--- src/rtl/rtc_bus_arbiter.sv ---
// rtc_bus_arbiter: fixed-priority, lock-capable arbiter for the RTC protocol engine.
// Optional feature macro ARB_TIMEOUT_EN: abort a WAIT that outlives TIMEOUT_CYC cycles.
module rtc_bus_arbiter #(
    parameter int LOCK_MAX    = 16,
    parameter int TIMEOUT_CYC = 255
) (
    input  logic        clk,
    input  logic        Reset,
    input  logic [3:0]  req,
    input  logic [3:0]  lock,
    input  logic [3:0]  rw_in,
    input  logic [31:0] addr_in,
    input  logic [31:0] wdata_in,
    output logic [3:0]  gnt,
    output logic [3:0]  done,
    output logic [7:0]  rdata,
    output logic        timeout,
    output logic        proto_start,
    output logic        proto_rw,
    output logic [7:0]  proto_addr,
    output logic [7:0]  proto_wdata,
    input  logic        proto_busy,
    input  logic        proto_done,
    input  logic [7:0]  proto_rdata
);
    // state | meaning
    // IDLE  | no grant; arbitrate among req
    // ISSUE | grant held; start engine once it is not busy
    // WAIT  | transaction in flight; wait for proto_done
    // RESP  | done pulses; release or keep a locked burst
    // HOLD  | locked burst; wait for owner's next command
    typedef enum logic [2:0] {IDLE, ISSUE, WAIT, RESP, HOLD} state_t;

    if (LOCK_MAX < 1 || LOCK_MAX > 255 || TIMEOUT_CYC < 1 || TIMEOUT_CYC > 255) begin : g_bad_param
        $error("rtc_bus_arbiter: LOCK_MAX and TIMEOUT_CYC must be in 1..255");
    end

    localparam logic [7:0] LOCK_LIM = 8'(LOCK_MAX);

    state_t      state_q, state_d;
    logic [3:0]  gnt_q, gnt_d;
    logic [3:0]  done_q, done_d;
    logic [7:0]  rdata_q, rdata_d;
    logic        proto_rw_q, proto_rw_d;
    logic [7:0]  proto_addr_q, proto_addr_d;
    logic [7:0]  proto_wdata_q, proto_wdata_d;
    logic [7:0]  burst_q, burst_d;
    logic        forced_rel;

    logic [1:0]  win_idx, own_idx, cmd_idx;
    logic        own_lock, own_req;
    logic        cmd_rw;
    logic [7:0]  cmd_addr, cmd_wdata;

    function automatic logic [1:0] first_set(input logic [3:0] v);
        logic [1:0] idx;
        idx = 2'd0;
        for (int i = 3; i >= 0; i--) begin
            if (v[i]) idx = 2'(i);
        end
        return idx;
    endfunction

    assign win_idx   = first_set(req);
    assign own_idx   = first_set(gnt_q);
    assign own_lock  = |(lock & gnt_q);
    assign own_req   = |(req & gnt_q);
    // IDLE latches the arbitration winner, HOLD latches the burst owner
    assign cmd_idx   = (state_q == IDLE) ? win_idx : own_idx;
    assign cmd_rw    = rw_in[cmd_idx];
    assign cmd_addr  = addr_in[{cmd_idx, 3'b000} +: 8];
    assign cmd_wdata = wdata_in[{cmd_idx, 3'b000} +: 8];

`ifdef ARB_TIMEOUT_EN
    localparam logic [7:0] TO_LAST = 8'(TIMEOUT_CYC - 1);
    logic [7:0] to_cnt_q, to_cnt_d;
    logic       timeout_q, timeout_d;
    assign forced_rel = timeout_q;
    assign timeout    = timeout_q;
`else
    assign forced_rel = 1'b0;
    assign timeout    = 1'b0;
`endif

    always_comb begin
        state_d       = state_q;
        gnt_d         = gnt_q;
        done_d        = '0;
        rdata_d       = rdata_q;
        proto_rw_d    = proto_rw_q;
        proto_addr_d  = proto_addr_q;
        proto_wdata_d = proto_wdata_q;
        burst_d       = burst_q;
`ifdef ARB_TIMEOUT_EN
        to_cnt_d      = to_cnt_q;
        timeout_d     = 1'b0;
`endif
        case (state_q)
            IDLE: begin
                if (|req) begin
                    gnt_d         = 4'b0001 << win_idx;
                    proto_rw_d    = cmd_rw;
                    proto_addr_d  = cmd_addr;
                    proto_wdata_d = cmd_wdata;
                    burst_d       = 8'd1;
                    state_d       = ISSUE;
                end else begin
                    gnt_d = '0;
                end
            end
            ISSUE: begin
                if (!proto_busy) begin
                    state_d = WAIT;
`ifdef ARB_TIMEOUT_EN
                    to_cnt_d = '0;
`endif
                end
            end
            WAIT: begin
                if (proto_done) begin
                    if (proto_rw_q) rdata_d = proto_rdata;
                    done_d  = gnt_q;
                    state_d = RESP;
                end
`ifdef ARB_TIMEOUT_EN
                else if (to_cnt_q == TO_LAST) begin
                    rdata_d   = 8'hFF;
                    done_d    = gnt_q;
                    timeout_d = 1'b1;
                    state_d   = RESP;
                end else begin
                    to_cnt_d = to_cnt_q + 8'd1;
                end
`endif
            end
            RESP: begin
                if (own_lock && (burst_q < LOCK_LIM) && !forced_rel) begin
                    state_d = HOLD;
                end else begin
                    gnt_d   = '0;
                    state_d = IDLE;
                end
            end
            HOLD: begin
                if (own_req) begin
                    proto_rw_d    = cmd_rw;
                    proto_addr_d  = cmd_addr;
                    proto_wdata_d = cmd_wdata;
                    burst_d       = (burst_q < LOCK_LIM) ? burst_q + 8'd1 : burst_q;
                    state_d       = ISSUE;
                end else if (!own_lock) begin
                    gnt_d   = '0;
                    state_d = IDLE;
                end
            end
            default: begin
                gnt_d   = '0;
                state_d = IDLE;
            end
        endcase
    end

    always_ff @(posedge clk) begin
        if (Reset) begin
            state_q       <= IDLE;
            gnt_q         <= '0;
            done_q        <= '0;
            rdata_q       <= 8'h00;
            proto_rw_q    <= 1'b1;
            proto_addr_q  <= 8'h00;
            proto_wdata_q <= 8'h00;
            burst_q       <= 8'd0;
`ifdef ARB_TIMEOUT_EN
            to_cnt_q      <= 8'd0;
            timeout_q     <= 1'b0;
`endif
        end else begin
            state_q       <= state_d;
            gnt_q         <= gnt_d;
            done_q        <= done_d;
            rdata_q       <= rdata_d;
            proto_rw_q    <= proto_rw_d;
            proto_addr_q  <= proto_addr_d;
            proto_wdata_q <= proto_wdata_d;
            burst_q       <= burst_d;
`ifdef ARB_TIMEOUT_EN
            to_cnt_q      <= to_cnt_d;
            timeout_q     <= timeout_d;
`endif
        end
    end

    // start is valid for the whole ISSUE cycle in which the engine is free
    assign proto_start = (state_q == ISSUE) && !proto_busy;
    assign gnt         = gnt_q;
    assign done        = done_q;
    assign rdata       = rdata_q;
    assign proto_rw    = proto_rw_q;
    assign proto_addr  = proto_addr_q;
    assign proto_wdata = proto_wdata_q;

endmodule

--- config.mk ---
export PLATFORM = sky130hd
export DESIGN_NAME = rtc_bus_arbiter
export DESIGN_NICKNAME = d
export VERILOG_FILES = /design/src/rtl/rtc_bus_arbiter.sv
export SDC_FILE = /design/constraint.sdc
export NUM_CORES = 1
export LEC_CHECK = 0
export CAP_MARGIN = 20
export CORE_ASPECT_RATIO = 0.5
export CORE_UTILIZATION = 44
export DETAILED_ROUTE_END_ITERATION = 8
export PLACE_DENSITY = 0.89
export RECOVER_POWER = 25
export SYNTH_ARGS = -nofsm -noshare
export SYNTH_HDL_FRONTEND = slang
export SYNTH_SLANG_ARGS = --single-unit
export TNS_END_PERCENT = 10
--- constraint.sdc ---
create_clock -name clk -period 4.2 [get_ports clk]
set_input_delay 1.05 -clock clk [delete_from_list [all_inputs] [get_ports clk]]
set_output_delay 1.05 -clock clk [all_outputs]
set_load 0.02 [all_outputs]
==> results of run 1 <==
## kinds of logic after synthesis
kind of cell | Yosys count | synth area share [%]
xor gates and xnor gates | 2 | 0.681
buffers and inverters | 32 | 6.28
and+or+nand+nor | 115 | 23.2
other | 1 | 0.146
AOI/OAI and AO/OA | 113 | 30.6
DFF | 44 | 34.3
adders and majority gates | 1 | 0.487
muxes | 10 | 4.38
## worst max-delay path, cell delays in order
cell and delay (ns):
clkdlybuf4s50_1 0.43, nor2_1 0.09, nand2_1 0.07, nor2_1 0.12, clkdlybuf4s50_1 0.61
## where the power goes
part	leakage (nW)	internal [mW]	switching [mW]	total (mW)
clock network	0.0840	0.283	0.169	0.452
logic	1.11	0.203	0.200	0.404
registers	0.359	0.452	0.0288	0.481
## worst paths after layout
path	startpoint	endpoint	slack, ns
min reg2reg	burst_q[7]	burst_q[7]	0.45
max	proto_busy	proto_start	0.78
min	burst_q[7]	burst_q[7]	0.45
max reg2reg	state_q[2]	proto_wdata[3]	1.57
## metrics by stage
stage / cell area, um2 / util [%] / instances / setup slack [ns] / hold WS, ns
CTS: 3950 / 70.9 / 496 / 0.771 / 0.460
finish: 3950 / 70.9 / 496 / 0.777 / 0.455
global route: 3950 / 70.9 / 496 / 0.732 / 0.469
global placement: 3760 / 67.5 / 487 / 0.812 / 0.439
floorplan: 2570 / - / 318 / 1.68 / 0.421
detailed placement: 3770 / 67.8 / 488 / 0.777 / 0.439
## flip-flops by register name, indices dropped and copies added (netlist names)
register / flops
rdata: 8
done: 4
gnt: 4
proto_rw: 1
proto_addr: 8
burst_q: 8
proto_wdata: 8
state_q: 3
## area by class of cell
class / count / area, um2 / share of cell area, %
Clock buffer: 5 / 125 / 3.17
Clock inverter: 3 / 47.5 / 1.21
Inverter: 2 / 7.51 / 0.190
Multi-Input combinational cell: 242 / 1530 / 38.8
Sequential cell: 44 / 881 / 22.3
Tap cell: 73 / 91.3 / 2.32
Timing Repair Buffer: 127 / 1260 / 32.0
## layer usage
| layer | vias to the layer above | GRT usage (%) |
|---|---|---|
| li1 | 1392 | - |
| met5 | - | 0 |
| met2 | 103 | 45.5 |
| met4 | 0 | 8.27 |
| met3 | 15 | 4.57 |
| met1 | 1381 | 29.4 |
## cell usage in the layout, fill, tap and decap left out, types with 9 or more instances in the layout
| cell type | n |
|---|---|
| a31oi_1 | 20 |
| dfxtp_1 | 44 |
| nand3_1 | 20 |
| nand2_1 | 27 |
| dlygate4sd3_1 | 18 |
| o211ai_1 | 16 |
| nor2_1 | 23 |
| a21oi_1 | 11 |
| and3_1 | 19 |
| clkdlybuf4s50_1 | 103 |
| mux2i_1 | 9 |
| o21ai_0 | 18 |
| a211o_1 | 16 |
| a21boi_0 | 15 |
==> impl_metrics.toml, run 1 <==
[synth]
ys_seq_elements = 44
yosysUniqueCellTypes = 45
synth_area_leaders = "dfxtp_1, a211o_1, a31oi_1, o211ai_1, and3_1"
avgSynthCellArea_um2 = 8.09
synthTopCellsByCount = "dfxtp_1, nand2_1, nor2_1, a31oi_1, nand3_1"
synth_nets = 407
syn_area_um2 = 2570
synth_seq_area_share_pct = 34.3
synth_edf_count = 0
synth_top_cell_by_area = "dfxtp_1"
ys_warn_count = 0
ys_async_sr_fraction_pct = 0
ys_dominant_reg_cell = "dfxtp_1"
netlist.area_leader.share_pct = 34.3
synth_most_common_cell = "dfxtp_1"
synth_cells = 318

[clocking]
cts_root_buf = "clkbuf_16"
cts_num_sinks = 44
cts_resized = 0
cts.clk_slew.worst_paths_ns = 0.06
clk_latency_ns = 0.29
post_cts_buffers = 0
holdBufCountCts = 0
cts-htree-levels = 2
tritoncts = "built"
cts_buffers = 5
cts_max_path_buffers = 2

[global_routing]
grt_pass1_vias = 2791
grt-ovfl-total = 0
antenna_found_initial = 0
grt_start_max_net_pins = 37
grt_pass1_wl_um = 12200
track_usage_pct = 25.0

[floorplanning]
dieArea_um2 = 6170
rows = 19
io_pins = 123
die_w_um = 110
core_um2 = 5560
die_h_um = 56.1
initial_core_util_pct = 46.2

[worst_setup_path]
end_kind = "output pin"
critPathKind = "in2out"
cp.arrival_ns = 2.37
start_kind = "input port"
required_ns = 3.15
cp_max_fo = 2
r2r.worst_path.cells = 6

[power_and_ir_drop]
power_density_nw_per_um2 = 339
power_leakage_nw = 1.56
total_power_mw = 1.34
vdd_drop_max_mv = 0.272

[run]
maxCapViolCount = 0

[detailed_routing]
routed_wl_um = 7540
final_antenna_net_count = 0
vias = 2891
wl_met3_um = 394
drtIter0Drc = 180
vias_per_cell = 5.83
wl_met1_um = 3160
wl_per_cell_um = 15.2
drc_errors = 0
first_pass_iters = 5
route.met2.wl_um = 3860
routed.top_layer = "met4"

[layout]
nets = 511
diodes = 0
fillCellCount = 439
drive_gt1_share_pct = 4.73
syn_to_final_growth_pct = 53.4

[sta]
fmax_ghz = 0.292
period_share_pct = 81.5
finalSetupViolCount = 0
tightestPinTransition_ns = 0.840
rsz0062_at_grt = "no"
maxSlewHeadroom_pct = 43.8
finalHoldViolations = 0
setup_tns_ns = 0
finalMaxSlewViolations = 0
min_period_ns = 3.42
fin_skew_ns = 0.00480

[place]
globalplace.congestion = 0.769
portBuffers = 121
dp_hpwl_um = 5530

[status]
outcome = "complete, no violations"

[worst_hold_path]
hold_class = "reg2reg"
hold_depth = 1
Note: power is estimated with default switching activity, not from simulation.
==> run 2, diff against run 1 <==
CORE_UTILIZATION = 37   (was 44)
PLACE_DENSITY = 0.8   (was 0.89)
clock period = 2.7 ns   (was 4.2 ns; I/O delays follow)
==> run 2 against run 1 <==
Against the previous run: clock power rose by 39%; power increased by 53%; sequential share of layout area fell by 0.61 points; routed wire length down 1.1%; register-to-register slack got worse by 1.0 ns; largest power group unchanged; critical path type is now in2reg; combinational power rose by 66%; non-clock buffer count up 8; clock skew down 0.0026 ns; highest routed layer unchanged; count of clock-buffer cells in the layout grew 1; largest cell class unchanged; via count decreased by 2.9%; flip-flop and latch count stayed put.
==> impl_metrics.toml, run 2 (synthesis gave the netlist of run 1 again) <==
[layout]
fin_area_um2 = 4060
diodes = 0
layout_commonest_cell = "clkdlybuf4s50_1"
multi_input_area_um2 = 1530
utilization_pct = 60.5
seqCellArea_um2 = 881
syn_to_final_growth_pct = 57.7
fin_cells = 523
nets = 519
layout_common_cells = "clkdlybuf4s50_1, dfxtp_1, nand2_1, nor2_1"
fillCellCount = 606
drive_gt1_share_pct = 6.50

[global_routing]
antenna_found_initial = 0
grt_pass1_vias = 2591
track_usage_pct = 20.4
grt_start_max_net_pins = 50
grt-ovfl-total = 0
grt_pass1_wl_um = 11800

[place]
place_area_um2 = 3900
dp_worst_setup_slack_ns = 0.0459
globalplace.congestion = 0.803
place_inst = 515
portBuffers = 121
dp_hpwl_um = 5240

[sta]
whs_ns = 0.461
fmax_ghz = 0.423
min_period_ns = 2.37
fin_skew_ns = 0.00223
setup_tns_ns = 0
maxSlewHeadroom_pct = 66.6
setup_slack_ns = 0.334
finalSetupViolCount = 0
rsz0062_at_grt = "no"
tightestPinTransition_ns = 0.499
finalMaxSlewViolations = 0
period_share_pct = 87.6
finalHoldViolations = 0

[detailed_routing]
vias = 2806
vias_per_cell = 5.37
first_pass_iters = 4
routed.top_layer = "met4"
drtIter0Drc = 116
wl_met3_um = 275
final_antenna_net_count = 0
wl_met1_um = 3500
wl_per_cell_um = 14.3
drc_errors = 0
routed_wl_um = 7460
route.met2.wl_um = 3530

[status]
outcome = "complete, no violations"

[worst_setup_path]
r2r.worst_path.cells = 6
r2r_end = "proto_rw"
cp_max_fo = 33
critPathKind = "in2reg"
rr_startpoint = "state_q[0]"
end_kind = "flop"
rrSetupSlack_ns = 0.53
required_ns = 2.91
cp.arrival_ns = 2.58
start_kind = "input port"

[power_and_ir_drop]
power_frac_comb_pct = 32.8
swShare_pct = 30.4
total_power_mw = 2.05
vdd_drop_max_mv = 0.267
clockPowerShare_pct = 30.7
p_sw_uw = 622
power_density_nw_per_um2 = 504
seqPwrFrac_pct = 36.5
internal_power_mw = 1.42
power_leakage_nw = 1.60

[clocking]
cts_num_sinks = 44
cts_buffers = 5
tritoncts = "built"
cts_resized = 0
cts_root_buf = "clkbuf_16"
holdBufCountCts = 0
cts-htree-levels = 2
post_cts_buffers = 0
cts.clk_slew.worst_paths_ns = 0.06
clk_latency_ns = 0.28
cts_max_path_buffers = 2

[floorplanning]
core_um2 = 6700
rows = 21
dieArea_um2 = 7310
die_h_um = 60.9
die_w_um = 120
io_pins = 123
initial_core_util_pct = 38.4

[worst_hold_path]
hold_depth = 2
hold_start = "proto_addr[1]"
min_to = "proto_addr[1]"
hold_class = "reg2reg"

[run]
maxCapViolCount = 0
## run 2: cell types whose count changed in the layout (fill, tap and decap cells not counted), sizes merged
cell / delta
dlygate4sd3: -5
bufinv: -1
clkinvlp: +2
clkdlybuf4s50: +4
clkinv: -2
clkbuf: +1
buf: +8
dlymetal6s2s: +1
## run 2: critical path, cell delays in order
cell and delay [ns]:
clkdlybuf4s50_1 0.54, a22oi_1 0.14, a311oi_2 0.41, nand2_1 0.16
buf_12 0.20, a211o_1 0.28, a31oi_1 0.16
## run 2: per-layer routing
metal  GRT usage (%)  up-vias
li1                -     1404
met1            24.3     1315
met2            37.9       74
met3            3.67       13
met4            7.86        0
met5               0        -
## run 2: worst max path at each step
| stage | start | to | slack [ns] | depth (start not counted) |
|---|---|---|---|---|
| CTS | proto_busy | proto_start | 0.04 | 5 |
| detailed placement | proto_busy | proto_start | 0.05 | 5 |
| global placement | proto_busy | proto_start | 0.07 | 5 |
| global route | req[1] | proto_wdata[3] | 0.25 | 7 |
| finish | req[1] | proto_addr[2] | 0.33 | 7 |
| floorplan | req[1] | proto_addr[4] | 0.73 | 6 |
## run 2: final cells by class
cell class | instances | share of cell area (%)
Clock buffer | 6 | 3.42
Multi-Input combinational cell | 242 | 37.7
Clock inverter | 2 | 0.370
Timing Repair Buffer | 135 | 33.8
Tap cell | 92 | 2.84
Sequential cell | 44 | 21.7
Inverter | 2 | 0.185
## run 2: power by group through the flow
stage          Combinational [mW]  Sequential, mW  Clock, mW
2_1_floorplan               0.322           0.804          0
3_3_place_gp                0.670           0.760          0
3_5_place_dp                0.676           0.761          0
5_1_grt                     0.725           0.754      0.658
4_1_cts                     0.679           0.747      0.638
6_report                    0.671           0.747      0.627
